**config.mk**
```make
export PLATFORM = sky130hd
export DESIGN_NAME = multichannel_minmax_trigger_flat
export DESIGN_NICKNAME = d
export VERILOG_FILES = /design/src/rtl/filter_pkg.sv /design/src/rtl/multichannel_minmax_trigger_if.sv /design/src/rtl/minmax_window_step.sv /design/src/rtl/multichannel_minmax_trigger.sv /design/src/flat_wrapper.sv
export SDC_FILE = /design/constraint.sdc
export NUM_CORES = 1
export LEC_CHECK = 0
export ABC_AREA = 1
export BUFFER_PORTS_ARGS = -buffer_cell sky130_fd_sc_hd__buf_2
export CAP_MARGIN = 40
export CORE_MARGIN = 4
export CORE_UTILIZATION = 45
export CTS_CLUSTER_SIZE = 10
export DETAILED_ROUTE_END_ITERATION = 8
export HOLD_SLACK_MARGIN = 0.12
export SLEW_MARGIN = 20
export SYNTH_ARGS = -nofsm -noshare
export SYNTH_HDL_FRONTEND = slang
export SYNTH_SLANG_ARGS = --single-unit
```
**constraint.sdc**
```tcl
create_clock -name clk -period 6.2 [get_ports clk]
set_input_delay 0.62 -clock clk [delete_from_list [all_inputs] [get_ports clk]]
set_output_delay 0.62 -clock clk [all_outputs]
set_load 0.05 [all_outputs]
```
**src/rtl/filter_pkg.sv**
```systemverilog
// filter_pkg: shared constants and the channel-index width helper for the trigger filters.
package filter_pkg;
   localparam int DEFAULT_LOOK_BACK = 50;
   localparam int DEFAULT_LOW = 2;
   localparam int DEFAULT_HIGH = 9;
   function automatic int chan_idx_width(input int n);
      return (n <= 2) ? 1 : $clog2(n);
   endfunction
endpackage

```
**src/rtl/multichannel_minmax_trigger_if.sv**
```systemverilog
// multichannel_minmax_trigger_if: channel-tagged sample stream (no ready, one sample per cycle max).
// Ports: axiiv sample valid, axiid unsigned sample, axiic channel index.
interface multichannel_minmax_trigger_if #(
   parameter int W = 8,
   parameter int CH_W = 3
) ();
   logic axiiv;
   logic [W-1:0] axiid;
   logic [CH_W-1:0] axiic;
   modport master (output axiiv, axiid, axiic);
   modport slave (input axiiv, axiid, axiic);
endinterface

```
**src/rtl/minmax_window_step.sv**
```systemverilog
// minmax_window_step: combinational next state of one channel's min/max window and hysteresis trigger.
// Ports: s_i incoming sample; *_i stored channel state; *_o next state; close_o window closes; range_o max-min.
module minmax_window_step #(
   parameter int W = 8,
   parameter int CNT_W = 1,
   parameter int HOLD_W = 1,
   parameter int LOOK_BACK = 50,
   parameter int LOW_THRESHOLD = 2,
   parameter int HIGH_THRESHOLD = 9,
   parameter int HOLDOFF_WINDOWS = 0
) (
   input  logic [W-1:0] s_i,
   input  logic [W-1:0] min_i,
   input  logic [W-1:0] max_i,
   input  logic [CNT_W-1:0] count_i,
   input  logic [HOLD_W-1:0] hold_i,
   input  logic trig_i,
   output logic [W-1:0] min_o,
   output logic [W-1:0] max_o,
   output logic [CNT_W-1:0] count_o,
   output logic [HOLD_W-1:0] hold_o,
   output logic trig_o,
   output logic close_o,
   output logic [W-1:0] range_o
);
   localparam logic [CNT_W-1:0] LAST = CNT_W'(LOOK_BACK - 1);
   localparam logic [W-1:0] LOW_V = W'(LOW_THRESHOLD);
   localparam logic [W-1:0] HIGH_V = W'(HIGH_THRESHOLD);
   localparam logic [HOLD_W-1:0] HOLD_V = HOLD_W'(HOLDOFF_WINDOWS);
   logic first, hi, lo, held;
   always_comb begin
      first = count_i == '0;
      min_o = (first || s_i < min_i) ? s_i : min_i;
      max_o = (first || s_i > max_i) ? s_i : max_i;
      close_o = count_i == LAST;
      count_o = close_o ? '0 : count_i + CNT_W'(1);
      range_o = max_o - min_o;
      hi = close_o && range_o >= HIGH_V;
      lo = range_o <= LOW_V;
      held = close_o && trig_i && hold_i != '0;
      // a high window always (re)arms, so hold-off counts from the last high window
      trig_o = hi ? 1'b1 : (close_o && trig_i && !held && lo) ? 1'b0 : trig_i;
      hold_o = hi ? HOLD_V : held ? hold_i - HOLD_W'(1) : hold_i;
   end
endmodule

```
**src/rtl/multichannel_minmax_trigger.sv**
```systemverilog
// multichannel_minmax_trigger: per-channel windowed peak-to-peak detector with hysteresis and hold-off.
// Ports: clk, rst (sync, active-high); adc sample stream; triggered per-channel state; any_triggered
// registered OR; range_valid/range_channel/range_value report each closed window.
module multichannel_minmax_trigger import filter_pkg::*; #(
   parameter int SAMPLE_DATA_WIDTH = 8,
   parameter int NUM_CHANNELS = 8,
   parameter int LOOK_BACK = DEFAULT_LOOK_BACK,
   parameter int LOW_THRESHOLD = DEFAULT_LOW,
   parameter int HIGH_THRESHOLD = DEFAULT_HIGH,
   parameter int HOLDOFF_WINDOWS = 0,
   localparam int CH_W = chan_idx_width(NUM_CHANNELS)
) (
   input  logic clk,
   input  logic rst,
   multichannel_minmax_trigger_if.slave adc,
   output logic [NUM_CHANNELS-1:0] triggered,
   output logic any_triggered,
   output logic range_valid,
   output logic [CH_W-1:0] range_channel,
   output logic [SAMPLE_DATA_WIDTH-1:0] range_value
);
   localparam int W = SAMPLE_DATA_WIDTH;
   localparam int CNT_W = LOOK_BACK > 1 ? $clog2(LOOK_BACK) : 1;
   localparam int HOLD_W = HOLDOFF_WINDOWS > 0 ? $clog2(HOLDOFF_WINDOWS + 1) : 1;
   localparam logic [CH_W:0] NCH_V = (CH_W + 1)'(NUM_CHANNELS);
   typedef struct packed {
      logic [W-1:0] mn;
      logic [W-1:0] mx;
      logic [CNT_W-1:0] count;
      logic [HOLD_W-1:0] hold;
      logic trig;
   } chan_t;
   chan_t st_q [NUM_CHANNELS];
   chan_t cur, st_d;
   logic acc, close;
   logic [CH_W-1:0] sel;
   logic [W-1:0] rng;
   logic range_valid_q, any_q;
   logic [CH_W-1:0] range_channel_q;
   logic [W-1:0] range_value_q;
   assign acc = adc.axiiv && ({1'b0, adc.axiic} < NCH_V);
   // out-of-range channels never index the state array
   assign sel = acc ? adc.axiic : '0;
   assign cur = st_q[sel];
   minmax_window_step #(
      .W(W), .CNT_W(CNT_W), .HOLD_W(HOLD_W), .LOOK_BACK(LOOK_BACK),
      .LOW_THRESHOLD(LOW_THRESHOLD), .HIGH_THRESHOLD(HIGH_THRESHOLD), .HOLDOFF_WINDOWS(HOLDOFF_WINDOWS)
   ) u_step (
      .s_i(adc.axiid), .min_i(cur.mn), .max_i(cur.mx), .count_i(cur.count), .hold_i(cur.hold), .trig_i(cur.trig),
      .min_o(st_d.mn), .max_o(st_d.mx), .count_o(st_d.count), .hold_o(st_d.hold), .trig_o(st_d.trig),
      .close_o(close), .range_o(rng)
   );
   always_ff @(posedge clk) begin
      if (rst) begin
         for (int i = 0; i < NUM_CHANNELS; i++) st_q[i] <= '0;
         range_valid_q <= 1'b0;
         range_channel_q <= '0;
         range_value_q <= '0;
         any_q <= 1'b0;
      end else begin
         if (acc) st_q[sel] <= st_d;
         range_valid_q <= acc && close;
         if (acc && close) begin
            range_channel_q <= sel;
            range_value_q <= rng;
         end
         any_q <= |triggered;
      end
   end
   for (genvar g = 0; g < NUM_CHANNELS; g++) begin : g_trig
      assign triggered[g] = st_q[g].trig;
   end
   assign any_triggered = any_q;
   assign range_valid = range_valid_q;
   assign range_channel = range_channel_q;
   assign range_value = range_value_q;
endmodule

```
**src/flat_wrapper.sv**
```systemverilog
// flat-port wrapper written by rule: the top's interface ports become plain ports
module multichannel_minmax_trigger_flat import filter_pkg::*;
#(
   parameter int SAMPLE_DATA_WIDTH = 8,
   parameter int NUM_CHANNELS = 8,
   parameter int LOOK_BACK = DEFAULT_LOOK_BACK,
   parameter int LOW_THRESHOLD = DEFAULT_LOW,
   parameter int HIGH_THRESHOLD = DEFAULT_HIGH,
   parameter int HOLDOFF_WINDOWS = 0,
   localparam int CH_W = chan_idx_width(NUM_CHANNELS)
)
  (clk, rst, triggered, any_triggered, range_valid, range_channel, range_value, adc_axiiv, adc_axiid, adc_axiic);
  multichannel_minmax_trigger_if #(.W(8), .CH_W(3)) adc_i ();
  input  logic clk;
  input  logic rst;
  output logic [NUM_CHANNELS-1:0] triggered;
  output logic any_triggered;
  output logic range_valid;
  output logic [CH_W-1:0] range_channel;
  output logic [SAMPLE_DATA_WIDTH-1:0] range_value;
  input wire logic [$bits(adc_i.axiiv)-1:0] adc_axiiv;
  input wire logic [$bits(adc_i.axiid)-1:0] adc_axiid;
  input wire logic [$bits(adc_i.axiic)-1:0] adc_axiic;
  assign adc_i.axiiv = adc_axiiv;
  assign adc_i.axiid = adc_axiid;
  assign adc_i.axiic = adc_axiic;
  multichannel_minmax_trigger #(.SAMPLE_DATA_WIDTH(SAMPLE_DATA_WIDTH), .NUM_CHANNELS(NUM_CHANNELS), .LOOK_BACK(LOOK_BACK), .LOW_THRESHOLD(LOW_THRESHOLD), .HIGH_THRESHOLD(HIGH_THRESHOLD), .HOLDOFF_WINDOWS(HOLDOFF_WINDOWS)) u_core (.clk(clk), .rst(rst), .adc(adc_i), .triggered(triggered), .any_triggered(any_triggered), .range_valid(range_valid), .range_channel(range_channel), .range_value(range_value));
endmodule
```
-- After elaboration in Yosys (flattened, before gate mapping)
Memory sizes are Yosys's and may differ from the RTL's.
Cells that the tools add are included.
- register bits: 13
- RAM bits: 192
- output and inout port bits: 21
- memories: 1
- add/sub/neg operators: 3
- $lt $le $gt $ge: 4
- equal/unequal tests: 1
- muxes and demuxes: 16
- reductions and logical operators: 12
- memory list (memory ; words ; width ; read ports ; clocked after Yosys merged registers in ; wr ports ; line ; source):
    u_core.st_q ; 8 ; 24 ; 9 ; 0 ; 8 ; multichannel_minmax_trigger.sv:33 ; chan_t st_q [NUM_CHANNELS];
- operators with widths (operator ; count):
    $mux 24 ; 1
    $reduce_or 24->1 ; 1
    $mux 8 ; 2
    $mux 1 ; 10
    $ge 8x4->1 const B ; 1
    $gt 8x8->1 ; 1
    $le 8x2->1 const B ; 1
    $lt 8x8->1 ; 1
    $reduce_or 8->1 ; 1
    $sub 8x8->8 ; 1
    $add 6x1->6 const B ; 1
    $eq 6x6->1 const B ; 1
    $logic_and 1x1->1 ; 6
    $logic_not 6->1 ; 1
    $mux 3 ; 2
    $mux 6 ; 1
    $logic_or 1x1->1 ; 2
    $logic_not 1->1 ; 1
    $sub 1x1->1 const B ; 1

-- Logic depth before layout (Yosys ltp)
Gate-level depths: netlist (run 1).
An unclocked memory read counts as a cell.
- word-level depth: 11
- mapped depth: 36
- mapped depth without buffers: 30

-- Cells and area by module
Synthesis (run 1) repeated with hierarchy kept, for this count alone.
- cells, all modules: 1372
- area, all modules: 11285.8 um^2
- modules (own cells, without submodules) (module ; instances ; cells an instance ; area each (um^2) ; seq. area each (um^2)):
    multichannel_minmax_trigger ; 1 ; 1154 ; 9987.1 ; 6025.8
    minmax_window_step ; 1 ; 218 ; 1298.7 ; 0.0

-- Least setup slack after synthesis (run 1)
OpenSTA, ideal clock, no wires.
- path type: input port to flip-flop
- start: in adc_axiiv
- end: mem u_core.st_q[0][0] (netlist bit), data pin
- setup time: 0.263 ns
- arrival time: 5.428 ns
- required time: 5.937 ns
- path slack: 0.510 ns
- stages on the path: 28
- path buffers: 8
- path through: buf_2 -> nand2_4 -> buf_2 -> buf_1 -> buf_2 -> buf_2 -> buf_2 -> clkbuf_1 -> nand2_1 -> nand3_1 -> nand4_1 -> ha_1 -> a21oi_1 -> nor2_1 -> a211oi_1 -> a21boi_4 -> clkbuf_1 -> o21ai_1 -> ha_1 -> a21oi_1 -> nor2_1 -> a211oi_1 -> nand2_1 -> xor2_1 -> nor2_1 -> nand3_1 -> nand2_1 -> a21oi_1
- RTL lines (what ; line ; source):
    start: declaration ; flat_wrapper.sv:21 ; input wire logic [$bits(adc_i.axiiv)-1:0] adc_axiiv;
    end: declaration ; multichannel_minmax_trigger.sv:33 ;

==> metrics.md, run 1 <==
| Metric | Value |
|---|---|
| Ranking of synthesized cells by area | edfxtp_1 58%, nand2_1 8.6%, nor2_1 7.9% |
| Remaining DRCs | 0 |
| Die width | 156 µm |
| FF-to-FF setup slack | 1.73 ns |
| Ratio of cells with drive above 1 in the final layout | 0.114 |
| Worst path top cell family by delay | simple AND/OR/NAND/NOR gates |
| Final wirelength | 28300 µm |
| Hold wc startpoint | adc_axiic[2] |
| Post-layout nets | 1095 |
| Worst setup EP type | flop |
| Setup Buffers After CTS | 0 |
| Initial antenna violation count | 0 |
| Synth Cell Area | 9920 µm² |
| Share of the synthesized area in the top cell type | 0.581 |
| Post-synthesis mux area share | 0 |
| Pwr dens | 314 nW/µm² |
| Post-synth cell types | 45 |
| Final design instance area without fill | 11200 µm² |
| Critical path, cell by cell | buf_2 -> nand2_1 -> nor2_2 -> buf_4 -> nand3_1 -> nand4_1 -> ha_1 -> a21oi_1 -> o21ai_0 -> a21oi_1 -> o21ai_0 -> o21ai_0 -> nand2_4 -> o21ai_0 -> clkinv_1 -> fa_1 -> inv_1 -> nand2_1 -> nand2_1 -> nand3_1 -> nor3_1 -> nand3_1 -> nand2_1 -> a21oi_1 |
| Crit path required time | 6.46 ns |
| Cells after synthesis | 1019 |
| Cell accounting for the most synthesized area | edfxtp_1 |
| Worst Path Arrival | 5.44 ns |
| Via count | 7513 |
| Crit path kind | in2reg |
| Final hold violations | 0 |
| Reg2reg start | u_core.st_q[4][8]$_SDFFCE_PN0P_ |
| Initial Utilization | 0.456 |
| CP max FO | 16 |
| Avg WL per Cell | 20.9 µm |
| Fin crit share | 0.836 |
| Clk root buf | clkbuf_16 |
| TritonCTS Buffers | 24 |
| Max Cap Viol | 0 |
| Layout fillers | 2040 |
| Sequential fraction of the synthesis area | 0.607 |
| XOR/XNOR Fraction of Synth Area | 0.00530 |
| Area grow syn2layout | 12.5% |
| GRT Overall Usage | 0.233 |
| Routability congestion estimate | 0.901 |
| Die area | 24500 µm² |
| Post-DP HPWL | 17000 µm |
| Synth Area in Simple Gates | 0.250 |
| Compound-Gate Fraction of Synth Area | 0.0602 |
| Fmax | 193 MHz |
| RSZ-0062 raised after global routing | no |
| Router iterations before antenna repair | 5 |
| Number of port buffers | 34 |
| Avg Cell Area, Syn | 9.74 µm² |
| Most frequent cells in the layout | 228 x nand2_1, 209 x nor2_1, 192 x edfxtp_1 |
| CTS tree | yes |
| CTS Buffer Depth | 3 |
| Core area | 21800 µm² |
| Sink Count | 205 |
| Setup Viol. Count Final | 0 |
| Synthesis-stage register bit count | 205 |
| Slew Limit Headroom | 0.423 |
| Number of cells upsized or downsized after cts | 0 |
| Syn_nets | 1059 |
| Min-Delay Path Class | in2reg |
| Placed standard-cell area | 10400 µm² |
| Die height | 156 µm |
| Status | completed |
| CP max-delay cell | nor2_2 |
| Routed Antenna Nets | 0 |
| Pin count of the biggest net entering global routing | 85 |
| Clock slew at reported path FFs | 0.06 ns |
| Via/cell ratio | 5.55 |
| Global-route wire length before repair | 43100 µm |
| Commonest non-fill, non-tap cell in the layout | nand2_1 |
| Vias in the first global route | 7125 |
| Slew Limit Fails | 0 |
| Congestion Overflow GR | 0 |
| Peak supply drop | 0.000202 V |
| Final core utilization | 0.513 |
| Setup crit start | adc_axiiv |
| Final min period | 5.19 ns |
| Measured slew at the worst slew-check pin | 0.865 ns |
| Critical Path Max Stage Delay | 0.67 ns |
| Leakage | 4.39 nW |
| TNS Setup | 0 ns |
| Area of the multi-input gates | 3460 µm² |
| Synth Area in Adders | 0.0335 |
| Main combinational cell family by area after synthesis | simple AND/OR/NAND/NOR gates |
| Clk Latency, worst-skew pair | 0.53 ns |
| Fin Clk Skew | 0.0234 ns |
| FF/Latch Area | 6030 µm² |
| CTS Hold Bufs | 0 |
| Yosys warnings | 0 |
| 1st-iter DRT viols | 765 |
| I/O Pins | 35 |
| Htree depth | 1 |
| WP buf/inv | 4 |
| Worst Setup Start Kind | input pin |
| # rows | 54 |
[through the flow]
step | power [mW] | worst slack [ns] | cells | hold WS [ns]
2_1_floorplan | 2.04 | 0.510 | 1019 | 0.513
3_3_place_gp | 2.22 | 0.680 | 1308 | 0.470
3_5_place_dp | 2.23 | 0.547 | 1308 | 0.467
4_1_cts | 3.53 | 1.07 | 1352 | 0.387
5_1_grt | 3.65 | 0.609 | 1353 | 0.444
6_report | 3.50 | 1.01 | 1354 | 0.403
[cell type report]
type                    instances  share of cell area
inverters                      46              0.0155
repair buffers                 67              0.0397
well taps                     280              0.0314
clock buffers                  44              0.0633
flip-flops and latches        205               0.540
diodes                          1            0.000224
multi-input cells             711               0.310
[final timing paths]
path / end / depth (start not counted)
max: u_core.st_q[1][0]$_SDFFCE_PN0P_ / 24
max reg2reg: u_core.st_q[1][0]$_SDFFCE_PN0P_ / 23
min reg2reg: u_core.range_channel[2]$_SDFFE_PP0P_ / 2
min: u_core.range_channel[2]$_SDFFE_PP0P_ / 3
[power by group]
group	switching [mW]	internal, mW	leakage (nW)
registers	0.0177	1.57	2.09
logic	0.441	0.170	1.96
clock network	0.538	0.760	0.337
total	0.997	2.51	4.39
[layer usage]
metal	GRT usage	wire length [µm]	vias to the layer above
met1	0.332	12300	3625
met4	0.0483	491	0
met5	0	0	-
met2	0.385	13300	288
met3	0.0346	2180	44
li1	-	-	3556
[cells by family after synthesis]
group           count (synthesis)
simple gates                  582
flops                         205
buf+inv                       103
compound gates                 97
fa+ha+maj                      26
xor+xnor                        6
[Yosys cell counts (all sizes together)]
| master | number |
|---|---|
| a211oi | 2 |
| a21boi | 2 |
| a21o | 1 |
| a21oi | 24 |
| a311oi | 1 |
| buf | 26 |
| clkbuf | 31 |
| clkinv | 2 |
| dfxtp | 13 |
| edfxtp | 192 |
| fa | 1 |
| ha | 25 |
| inv | 44 |
| nand2 | 235 |
| nand3 | 96 |
| nand3b | 1 |
| nand4 | 22 |
| nor2 | 222 |
| nor3 | 2 |
| nor4 | 2 |
| o2111a | 1 |
| o2111ai | 2 |
| o211ai | 8 |
| o21a | 6 |
| o21ai | 45 |
| o21bai | 1 |
| o22ai | 4 |
| or2 | 2 |
| xnor2 | 1 |
| xor2 | 5 |
[worst register-to-register path, delay by kind of cell (launching register included)]
family / cells / cell delay [ns]
AO/OA/AOI/OAI: 8 / 1.40
adder cells (fa/ha/maj): 2 / 0.73
buffers and inverters: 3 / 0.47
flip-flops: 1 / 0.34
AND/OR/NAND/NOR: 10 / 1.30
[sequential cells by signal (all words and copies together), names as in the netlist]
signal and flops:
u_core.range_value 8, u_core.range_channel 3, u_core.range_valid 1, u_core.st_q 192, u_core.any_triggered 1
Note: power is estimated with default switching activity, not from simulation.
==> inputs of run 2 (changes only) <==
Clock period 6.2 ns to 4.5 ns, I/O delays scaled along.
==> metrics.md, run 2 (same netlist as run 1, synthesis figures left out) <==
| Metric | Value |
|---|---|
| TritonCTS Buffers | 25 |
| Vias in the first global route | 7409 |
| Final hold violations | 0 |
| Sequential share of power | 0.435 |
| Pwr dens | 425 nW/µm² |
| 1st-iter DRT viols | 611 |
| Reg2reg path depth | 23 |
| Min-Delay Path Class | in2reg |
| Inst Count DP | 1364 |
| Remaining DRCs | 0 |
| Router iterations before antenna repair | 5 |
| Via count | 7636 |
| Hold wc startpoint | adc_axiic[2] |
| Sink Count | 205 |
| Final min period | 4.07 ns |
| Die height | 156 µm |
| CTS Hold Bufs | 0 |
| Psw | 1.41 mW |
| Worst Hold Depth | 3 |
| Final design instance area without fill | 11800 µm² |
| Crit path required time | 4.76 ns |
| Switch share | 0.280 |
| Post-DP HPWL | 18000 µm |
| CTS Buffer Depth | 3 |
| Max Cap Viol | 0 |
| Crit path kind | in2reg |
| Status | completed |
| Via/cell ratio | 5.44 |
| Routability congestion estimate | 0.869 |
| # rows | 54 |
| Leakage | 4.72 nW |
| RR Endpoint | u_core.st_q[5][1]$_SDFFCE_PN0P_ |
| RSZ-0062 raised after global routing | no |
| Post-layout nets | 1152 |
| Congestion Overflow GR | 0 |
| Fin Clk Skew | 0.0151 ns |
| Die area | 24500 µm² |
| Fmax | 246 MHz |
| CTS tree | yes |
| Reg2reg start | u_core.st_q[6][11]$_SDFFCE_PN0P_ |
| Ratio of cells with drive above 1 in the final layout | 0.179 |
| Clock power share | 0.346 |
| Htree depth | 1 |
| Internal | 3.63 mW |
| Fin crit share | 0.904 |
| Slew Limit Headroom | 0.515 |
| I/O Pins | 35 |
| Most frequent cells in the layout | 225 x nand2_1, 209 x nor2_1, 192 x edfxtp_1 |
| Peak supply drop | 0.000285 V |
| Worst Path Arrival | 4.32 ns |
| Clock slew at reported path FFs | 0.06 ns |
| CP max FO | 15 |
| Number of port buffers | 34 |
| Post-route non-filler standard cell count | 1404 |
| FF-to-FF setup slack | 0.72 ns |
| Routed Antenna Nets | 0 |
| Measured slew at the worst slew-check pin | 0.726 ns |
| Setup Viol. Count Final | 0 |
| Die width | 156 µm |
| Placed standard-cell area | 11100 µm² |
| Slew Limit Fails | 0 |
| Max reg flops | 192 |
| Final wirelength | 28200 µm |
| Pin count of the biggest net entering global routing | 65 |
| GRT Overall Usage | 0.231 |
| Clk root buf | clkbuf_16 |
| Reg with most FFs | u_core.st_q |
| Global-route wire length before repair | 43200 µm |
| Avg WL per Cell | 20.1 µm |
| Logic pwr share | 0.219 |
| Commonest non-fill, non-tap cell in the layout | nand2_1 |
| Worst Setup Start Kind | input pin |
| Initial Utilization | 0.456 |
| Clk Latency, worst-skew pair | 0.51 ns |
| Hold EP | u_core.range_channel[2]$_SDFFE_PP0P_ |
| Worst setup EP type | flop |
| Final hold slack | 0.239 ns |
| Core area | 21800 µm² |
| N_diodes | 0 |
| Area grow syn2layout | 19.3% |
| Initial antenna violation count | 0 |
run 2: changes by cell type in the layout (fill, tap and decap cells not counted), sizes merged:
cell / delta
diode: -1
buf: +55
clkinvlp: +1
clkbuf: -7
clkinv: +2
run 2: final cells by class:
cell class | instances | area [µm²]
clock buffers | 36 | 677
clock inverters | 3 | 16.3
fillers | 1906 | 9910
inverters | 46 | 176
multi-input cells | 711 | 3600
flip-flops and latches | 205 | 6030
well taps | 280 | 350
repair buffers | 123 | 996
run 2: critical path, cell delays in order:
cell	delay (ns)
buf_2	0.17
nand2_4	0.10
inv_4	0.22
buf_12	0.18
nand2_1	0.05
nand3_1	0.08
nand4_1	0.21
ha_1	0.36
a21oi_1	0.16
o21ai_1	0.08
a21oi_1	0.13
o21ai_1	0.09
o21ai_2	0.10
nand2_4	0.12
buf_12	0.15
o21ai_1	0.17
ha_1	0.29
nand2_1	0.09
nor2_1	0.05
a211oi_1	0.20
nand2_1	0.10
xor2_1	0.21
nor2_1	0.09
nand3_1	0.12
nand2_4	0.13
nand2_8	0.14
nor2_2	0.04
run 2: per-stage QoR:
stage	worst slack, ns	util	TNS (ns)	total power, mW
floorplan	0.00414	-	0	2.88
global route	0.00937	0.544	0	5.26
CTS	0.313	0.543	0	5.06
finish	0.433	0.544	0	5.04
global placement	-0.138	0.509	-1.86	3.31
detailed placement	-0.206	0.511	-2.99	3.33
run 2: how the worst max path moves through the flow:
stage / depth (start not counted) / end / slack, ns / start
after floorplan: 28 / u_core.st_q[2][0]$_SDFFCE_PN0P_ / 0.004 / adc_axiiv
after global placement: 28 / u_core.st_q[7][0]$_SDFFCE_PN0P_ / -0.14 / adc_axiiv
after detailed placement: 28 / u_core.st_q[7][0]$_SDFFCE_PN0P_ / -0.21 / adc_axiiv
after CTS: 28 / u_core.st_q[7][0]$_SDFFCE_PN0P_ / 0.31 / adc_axiiv
after global routing: 29 / u_core.st_q[1][0]$_SDFFCE_PN0P_ / 0.009 / adc_axiiv
final: 27 / u_core.st_q[5][1]$_SDFFCE_PN0P_ / 0.43 / adc_axiiv
run 2: power groups by stage:
stage,Sequential [mW],Combinational (mW),Clock [mW]
3_3_place_gp,2.23,1.08,0
4_1_cts,2.19,1.10,1.77
5_1_grt,2.20,1.22,1.84
2_1_floorplan,2.23,0.651,0
3_5_place_dp,2.23,1.10,0
6_report,2.19,1.10,1.74
run 2: layer usage:
| layer | vias to the layer above | share of wire | GRT usage |
|---|---|---|---|
| met5 | - | 0 | 0 |
| met4 | 0 | 0.022 | 0.0579 |
| met3 | 42 | 0.071 | 0.0318 |
| met2 | 255 | 0.48 | 0.382 |
| met1 | 3686 | 0.43 | 0.325 |
| li1 | 3653 | - | - |
run 2: repair_timing:
| action | in CTS | in global routing |
|---|---|---|
| gates resized for setup | 0 | 1 |
| endpoints found under the setup margin | 0 | 16 |
| buffers inserted | 0 | 0 |
